`src/rtl/countdown_timer_bcd_if.sv`:
```
// Control/status bundle between the top-level game FSM and the BCD countdown timer.
// The FSM side is the master; the timer is the slave.
interface countdown_timer_bcd_if #(
   parameter int DIGITS  = 2,
   parameter int STATE_W = 4
);
   logic [STATE_W-1:0]  state;
   logic                load;
   logic [4*DIGITS-1:0] load_val;
   logic [4*DIGITS-1:0] digits;
   logic                flag;
   logic                done_pulse;
   logic                tick;
   logic                running;

   modport master (
      output state, load, load_val,
      input  digits, flag, done_pulse, tick, running
   );

   modport slave (
      input  state, load, load_val,
      output digits, flag, done_pulse, tick, running
   );
endinterface

```
`src/rtl/countdown_timer_bcd.sv`:
```
// Multi-digit BCD countdown timer, decrementing once per prescaler period
// while the top-level FSM is in ACTIVE_STATE; raises a sticky flag at zero.
module countdown_timer_bcd #(
   parameter int                 CLK_HZ       = 50_000_000,
   parameter int                 TICK_HZ      = 1,
   parameter int                 DIGITS       = 2,
   parameter int                 START_VAL    = 10,
   parameter int                 STATE_W      = 4,
   parameter logic [STATE_W-1:0] ACTIVE_STATE = STATE_W'(4'b1011)
) (
   input  logic                        clk,
   input  logic                        rst,
   countdown_timer_bcd_if.slave        bus
);
   localparam int DIV = CLK_HZ / TICK_HZ;
   localparam int PW  = $clog2(DIV);

   logic [4*DIGITS-1:0] count_reg;
   logic [PW-1:0]       presc_reg;
   logic                flag_reg;
   logic                done_reg;
   logic                tick_reg;

   logic [4*DIGITS-1:0] start_bcd;
   logic [4*DIGITS-1:0] clamped;
   logic [4*DIGITS-1:0] dec_next;
   logic [DIGITS:0]     borrow;
   logic                active;
   logic                wrap;

   assign active    = (bus.state == ACTIVE_STATE);
   assign wrap      = (presc_reg == PW'(DIV - 1));
   assign borrow[0] = 1'b1;

   // Per digit: constant reset value, input clamp, and one stage of the borrow chain.
   generate
      for (genvar gi = 0; gi < DIGITS; gi++) begin : g_digit
         logic digit_zero;
         assign start_bcd[4*gi +: 4] = 4'((START_VAL / (10 ** gi)) % 10);
         assign clamped[4*gi +: 4]   = (bus.load_val[4*gi +: 4] > 4'd9) ? 4'd9
                                                                        : bus.load_val[4*gi +: 4];
         assign digit_zero           = (count_reg[4*gi +: 4] == 4'd0);
         assign dec_next[4*gi +: 4]  = !borrow[gi] ? count_reg[4*gi +: 4] :
                                       digit_zero  ? 4'd9 : count_reg[4*gi +: 4] - 4'd1;
         assign borrow[gi+1]         = borrow[gi] & digit_zero;
      end
   endgenerate

   always_ff @(posedge clk) begin
      if (rst) begin
         count_reg <= start_bcd;
         presc_reg <= '0;
         flag_reg  <= 1'b0;
         done_reg  <= 1'b0;
         tick_reg  <= 1'b0;
      end else if (bus.load) begin
         count_reg <= clamped;
         presc_reg <= '0;
         flag_reg  <= (clamped == '0);
         done_reg  <= 1'b0;
         tick_reg  <= 1'b0;
      end else if (active) begin
         tick_reg  <= wrap;
         presc_reg <= wrap ? '0 : presc_reg + PW'(1);
         done_reg  <= 1'b0;
         // A count already at zero holds: no wrap-around and no repeat done_pulse.
         if (wrap && (count_reg != '0)) begin
            count_reg <= dec_next;
            if (dec_next == '0) begin
               flag_reg <= 1'b1;
               done_reg <= 1'b1;
            end
         end
      end else begin
         tick_reg <= 1'b0;
         done_reg <= 1'b0;
      end
   end

   assign bus.digits     = count_reg;
   assign bus.flag       = flag_reg;
   assign bus.done_pulse = done_reg;
   assign bus.tick       = tick_reg;
   assign bus.running    = active && !flag_reg;
endmodule

```
`src/flat_wrapper.sv`:
```
// flat-port wrapper written by rule: the top's interface ports become plain ports
module countdown_timer_bcd_flat 
#(
   parameter int                 CLK_HZ       = 50_000_000,
   parameter int                 TICK_HZ      = 1,
   parameter int                 DIGITS       = 2,
   parameter int                 START_VAL    = 10,
   parameter int                 STATE_W      = 4,
   parameter logic [STATE_W-1:0] ACTIVE_STATE = STATE_W'(4'b1011)
)
  (clk, rst, bus_state, bus_load, bus_load_val, bus_digits, bus_flag, bus_done_pulse, bus_tick, bus_running);
  countdown_timer_bcd_if #(.DIGITS(DIGITS), .STATE_W(STATE_W)) bus_i ();
  input  logic clk;
  input  logic rst;
  input wire logic [$bits(bus_i.state)-1:0] bus_state;
  input wire logic [$bits(bus_i.load)-1:0] bus_load;
  input wire logic [$bits(bus_i.load_val)-1:0] bus_load_val;
  output wire logic [$bits(bus_i.digits)-1:0] bus_digits;
  output wire logic [$bits(bus_i.flag)-1:0] bus_flag;
  output wire logic [$bits(bus_i.done_pulse)-1:0] bus_done_pulse;
  output wire logic [$bits(bus_i.tick)-1:0] bus_tick;
  output wire logic [$bits(bus_i.running)-1:0] bus_running;
  assign bus_i.state = bus_state;
  assign bus_i.load = bus_load;
  assign bus_i.load_val = bus_load_val;
  assign bus_digits = bus_i.digits;
  assign bus_flag = bus_i.flag;
  assign bus_done_pulse = bus_i.done_pulse;
  assign bus_tick = bus_i.tick;
  assign bus_running = bus_i.running;
  countdown_timer_bcd #(.CLK_HZ(CLK_HZ), .TICK_HZ(TICK_HZ), .DIGITS(DIGITS), .START_VAL(START_VAL), .STATE_W(STATE_W), .ACTIVE_STATE(ACTIVE_STATE)) u_core (.clk(clk), .rst(rst), .bus(bus_i));
endmodule
```
`config.mk`:
```
export PLATFORM = sky130hd
export DESIGN_NAME = countdown_timer_bcd_flat
export DESIGN_NICKNAME = d
export VERILOG_FILES = /design/src/rtl/countdown_timer_bcd_if.sv /design/src/rtl/countdown_timer_bcd.sv /design/src/flat_wrapper.sv
export SDC_FILE = /design/constraint.sdc
export NUM_CORES = 1
export LEC_CHECK = 0
export CORE_MARGIN = 5
export CORE_UTILIZATION = 35
export DETAILED_ROUTE_END_ITERATION = 6
export GPL_TIMING_DRIVEN = 0
export PLACE_DENSITY_LB_ADDON = 0.25
export REMOVE_ABC_BUFFERS = 1
export SYNTH_ARGS = -nofsm -noshare
export SYNTH_HDL_FRONTEND = slang
export SYNTH_SLANG_ARGS = --single-unit
```
`constraint.sdc`:
```
create_clock -name clk -period 2.2 [get_ports clk]
set_input_delay 0.33 -clock clk [delete_from_list [all_inputs] [get_ports clk]]
set_output_delay 0.33 -clock clk [all_outputs]
set_load 0.1 [all_outputs]
```
# Yosys cells after proc, flatten, opt, wreduce, memory -nomap -nowiden
# Cells that the tools add are included.
[op_classes]
add_sub_neg = 3
magnitude_cmp = 2
eq_ne = 2
n_mux = 14
n_bitwise = 2
reduce_logical = 16
[op_table]
columns = ["op", "count"]
rows = [
  ["$add 26x1->26 const B", 1],
  ["$eq 26x26->1 const B", 1],
  ["$mux 26", 1],
  ["$mux 8", 3],
  ["$mux 4", 5],
  ["$logic_not 8->1", 2],
  ["$gt 4x4->1 const B", 2],
  ["$logic_not 4->1", 2],
  ["$reduce_bool 8->1", 1],
  ["$sub 4x1->4 const B", 2],
  ["$reduce_bool 2->1", 3],
  ["$mux 1", 5],
  ["$eq 4x4->1 const B", 1],
  ["$reduce_or 4->1", 1],
  ["$reduce_and 3->1", 1],
  ["$reduce_or 3->1", 1],
  ["$logic_and 1x1->1", 2],
  ["$not 1->1", 2],
  ["$reduce_and 2->1", 1],
  ["$reduce_or 2->1", 1],
  ["$logic_not 1->1", 1],
]
[word_totals]
reg_bits = 37
out_inout_bits = 12
word_cells = 44

# Depth between registers and ports, before layout
[depth]
word_depth = 8
depth_mapped = 9
depth_no_buf = 6

# Worst setup path after synthesis
# Ideal clock, no wire load.
[synth_timing]
kind = "flip-flop to flip-flop"
start = "register u_core.presc_reg[0]"
end = "register u_core.count_reg[0], in the netlist u_core.bus.digits[0]"
setup_ns = 0.091
t_arrival_ns = 2.348
required_time_ns = 2.109
slack_ns = -0.239
path_stages_with_launch = 9
period_less_slack_ns = 2.439
path_cell_list = "dfxtp_1 -> ha_1 -> nand2_1 -> or4_1 -> buf_2 -> or3_1 -> buf_2 -> or3_1 -> a311oi_1"
[synth_between]
elab_chain_cells = 4
[synth_lines]
columns = ["element", "line_no", "text"]
rows = [
  ["start, declared", "countdown_timer_bcd.sv:19", "logic [PW-1:0] presc_reg;"],
  ["start signal, assigned", "countdown_timer_bcd.sv:64", "presc_reg <= wrap ? '0 : presc_reg + PW'(1);"],
  ["$eq 26x26->1", "countdown_timer_bcd.sv:32", "assign wrap = (presc_reg == PW'(DIV - 1));"],
  ["$logic_and 1x1->1", "countdown_timer_bcd.sv:67", "if (wrap && (count_reg != '0)) begin"],
  ["$reduce_bool 2->1 (no source line)", "-", ""],
  ["$reduce_and 2->1 (no source line)", "-", ""],
  ["end signal, assigned", "countdown_timer_bcd.sv:51", "count_reg <= start_bcd;"],
  ["end signal, assigned", "countdown_timer_bcd.sv:57", "count_reg <= clamped;"],
  ["end signal, assigned", "countdown_timer_bcd.sv:68", "count_reg <= dec_next;"],
  ["end, declared", "countdown_timer_bcd.sv:18", "logic [4*DIGITS-1:0] count_reg;"],
]
# No other way between the ends.
# A chain may end at the register's enable or synchronous reset.

# Worst setup path in the final report
# Same ends and word-level chain as after synthesis.

==> impl_metrics.csv <==
group,metric,value,unit
drt,remaining_drc_errors,0,
sta,slew_headroom,34.6,%
synth,ys_warn_count,0,
cts,numCtsBuffers,5,
drt,routed_via_density,5.16,
sta,setup_viol,2,
placement,placed_area,2170,um2
global_routing,overflow,0,
synth,synth_cells,229,
drt,wirelength,4500,um
drt,routedWlPerCell,13.4,um
placement,hpwl,2960,um
sta,rsz0062_at_grt,"true",
sta,setup_ws,-0.0483,ns
sta,min_period_over_period,102,%
worst_setup_path,worstPathRequired,2.41,ns
synth,synth-edff-count,0,
placement,gp_congestion,0.788,
synth,synth.area.top_cells,"dfxtp_1 40%, xnor2_1 8.5%, nor2_1 7.1%",
cts,insertion_delay,0.29,ns
die,core,5140,um2
die,die_w,82.9,um
global_routing,first_global_vias,1638,
synth,yosysMostFrequentCell,"dfxtp_1",
die,rows,26,
synth,syn_area,1860,um2
final_layout,largest_register_ffs,26,
worst_setup_path,path_max_fanout,5,
power,power.leakage,0.000800,uW
sta,worst_slew_pin_slew,0.978,ns
worst_setup_path,critPathKind,"flip-flop to flip-flop",
synth,synth-seq-cells,37,
synth,ys_seq_area_share,39.8,%
cts,path_clk_slew,0.08,ns
final_layout,syn_to_final_growth,30.7,%
sta,skew,0.0123,ns
synth,synth_top_cell_by_area,"dfxtp_1",
synth,synthFlopType,"dfxtp_1",
cts,htree_levels,2,
run_status,outcome,"complete, but fails checks",
synth,postSynthAreaPerCell,8.12,um2
synth,async_reset_ff_share,0,%
sta,period_needed,2.25,ns
sta,holdWs,0.490,ns
power,powerDensity,599,nW/um2
job,maxCapViolations,0,
die,io_pins,27,
global_routing,track_usage,13.5,%
min_path,holdCritPathClass,"flip-flop to flip-flop",
sta,slew_violations,0,
final_layout,fin_cells,336,
cts,cts_tree,"built",
cts,cts-root-buf,"clkbuf_8",
sta,final_hold_viol_count,0,
die,die_y,82.9,um
synth,synth_cell_types,38,
worst_setup_path,worstSetupStartpointType,"flip-flop",
worst_setup_path,critical_path_arrival,2.46,ns
global_routing,grt_pass1_wl,7730,um
worst_setup_path,crit_path_end_kind,"flip-flop",
final_layout,drive_gt1_share,12.4,%
power,max-vdd-ir-drop,0.322,mV
drt,vias,1735,
global_routing,grt_max_degree,25,
final_layout,final_nets,281,
placement,place_inst,316,
die,die_area,6870,um2
final_layout,final_area,2430,um2
synth,synthTopCellsByCount,"37 x dfxtp_1, 35 x nor2_1, 21 x nand2_1, 19 x nor3_1, 18 x xnor2_1",
placement,io_buffer_count,26,
cts,cts_sinks,37,
drt,drtAntennaViolNets,0,
drt,first_pass_iters,4,
run_status,violations,"negative setup slack",
global_routing,antenna_found_initial,0,
final_layout,n_antenna_cell,0,
drt,drt_iter0_drc,74,
die,start_util,36.2,%
sta,max_freq,445,MHz
synth,synth_top_area_share,39.8,%
cts,clock_path_buffers,2,
## routing by layer
layer	wire, um	track usage (%)	vias up
met5	0	0	-
li1	-	-	890
met3	148	3.47	12
met4	112	5.94	0
met2	2040	21.3	29
met1	2200	17.2	804
## per-stage QoR
| stage | total power (uW) | utilization, % | setup slack, ns | TNS [ns] |
|---|---|---|---|---|
| floorplan | 811 | - | -0.340 | -5.08 |
| finish | 1460 | 47.3 | -0.0483 | -0.0909 |
| global placement | 878 | 42.3 | -0.985 | -28.62 |
| CTS | 1470 | 46.6 | -0.0521 | -0.103 |
| detailed placement | 879 | 42.3 | -0.996 | -28.54 |
| global route | 1520 | 47.3 | -0.148 | -0.404 |
## cells in the final DEF (no fill, tap or decap), types with 2 or more instances in the layout
master,netlist,routed
a21oi_1,5,5
a31oi_1,2,2
and3_1,5,5
and4_1,2,2
buf_4,0,10
clkbuf_8,0,5
clkdlybuf4s50_1,0,14
dfxtp_1,37,31
dfxtp_2,0,3
dfxtp_4,0,3
dlygate4sd2_1,0,10
inv_1,4,4
nand2_1,21,19
nand3_1,11,11
nand4_1,7,7
nand4b_1,2,2
nor2_1,35,35
nor2b_1,3,3
nor3_1,19,19
nor4_1,9,9
nor4b_1,4,4
o21a_1,2,2
o21ai_0,4,4
or3_1,3,2
or4_1,4,2
or4_4,0,2
xnor2_1,18,18
xor2_1,7,7
## worst max-delay path: stages (launching register included)
cell and delay (ns):
dfxtp_4 0.36, ha_4 0.14, nand2_2 0.06, or4_4 0.49, or3_4 0.43, buf_6 0.14, or3_1 0.30, a311oi_1 0.24
## path summary, 6_finish.rpt
path	to	depth (start not counted)	slack, ns	from
hold reg to reg	u_core.presc_reg[1]$_SDFFE_PP0N_	2	0.49	u_core.presc_reg[1]$_SDFFE_PP0N_
hold / removal	u_core.presc_reg[1]$_SDFFE_PP0N_	2	0.49	u_core.presc_reg[1]$_SDFFE_PP0N_
setup / recovery	u_core.bus.digits[0]$_SDFFE_PP0P_	7	-0.05	u_core.presc_reg[0]$_SDFFE_PP0N_
setup reg to reg	u_core.bus.digits[0]$_SDFFE_PP0P_	7	-0.05	u_core.presc_reg[0]$_SDFFE_PP0N_
## cell type report
| cell class | count | area [um2] |
|---|---|---|
| clock buffers | 6 | 72.6 |
| clock inverters | 2 | 38.8 |
| flip-flops and latches | 37 | 756 |
| repair buffers | 38 | 342 |
| inverters | 5 | 18.8 |
| well taps | 70 | 87.6 |
| fillers | 553 | 2710 |
| multi-input cells | 178 | 1120 |
## cell families (layout without fill, tap and decap cells)
| family | Yosys count | count (layout) | share of synthesized area (%) |
|---|---|---|---|
| adder cells (fa/ha/maj) | 1 | 1 | 0.672 |
| XOR/XNOR | 25 | 25 | 11.8 |
| flip-flops | 37 | 37 | 39.8 |
| AND/OR/NAND/NOR | 131 | 131 | 37.3 |
| buffers and inverters | 14 | 51 | 2.96 |
| multiplexers | 1 | 1 | 0.538 |
| AO/OA/AOI/OAI | 20 | 20 | 6.99 |
## repair_timing
| item | 4_1_cts | 5_1_grt |
|---|---|---|
| endpoints found under the setup margin | 37 | 6 |
| pin swaps | 9 | 5 |
| buffers inserted | 10 | 1 |
| resized for setup | 25 | 9 |
| gates cloned | 1 | 0 |
| hold buffers | 0 | 0 |
## power breakdown
| part | internal (uW) | switching (uW) |
|---|---|---|
| combinational | 52.8 | 120 |
| sequential | 674 | 11.8 |
| clock | 340 | 256 |
No activity file was read; power rests on OpenSTA's default activity.
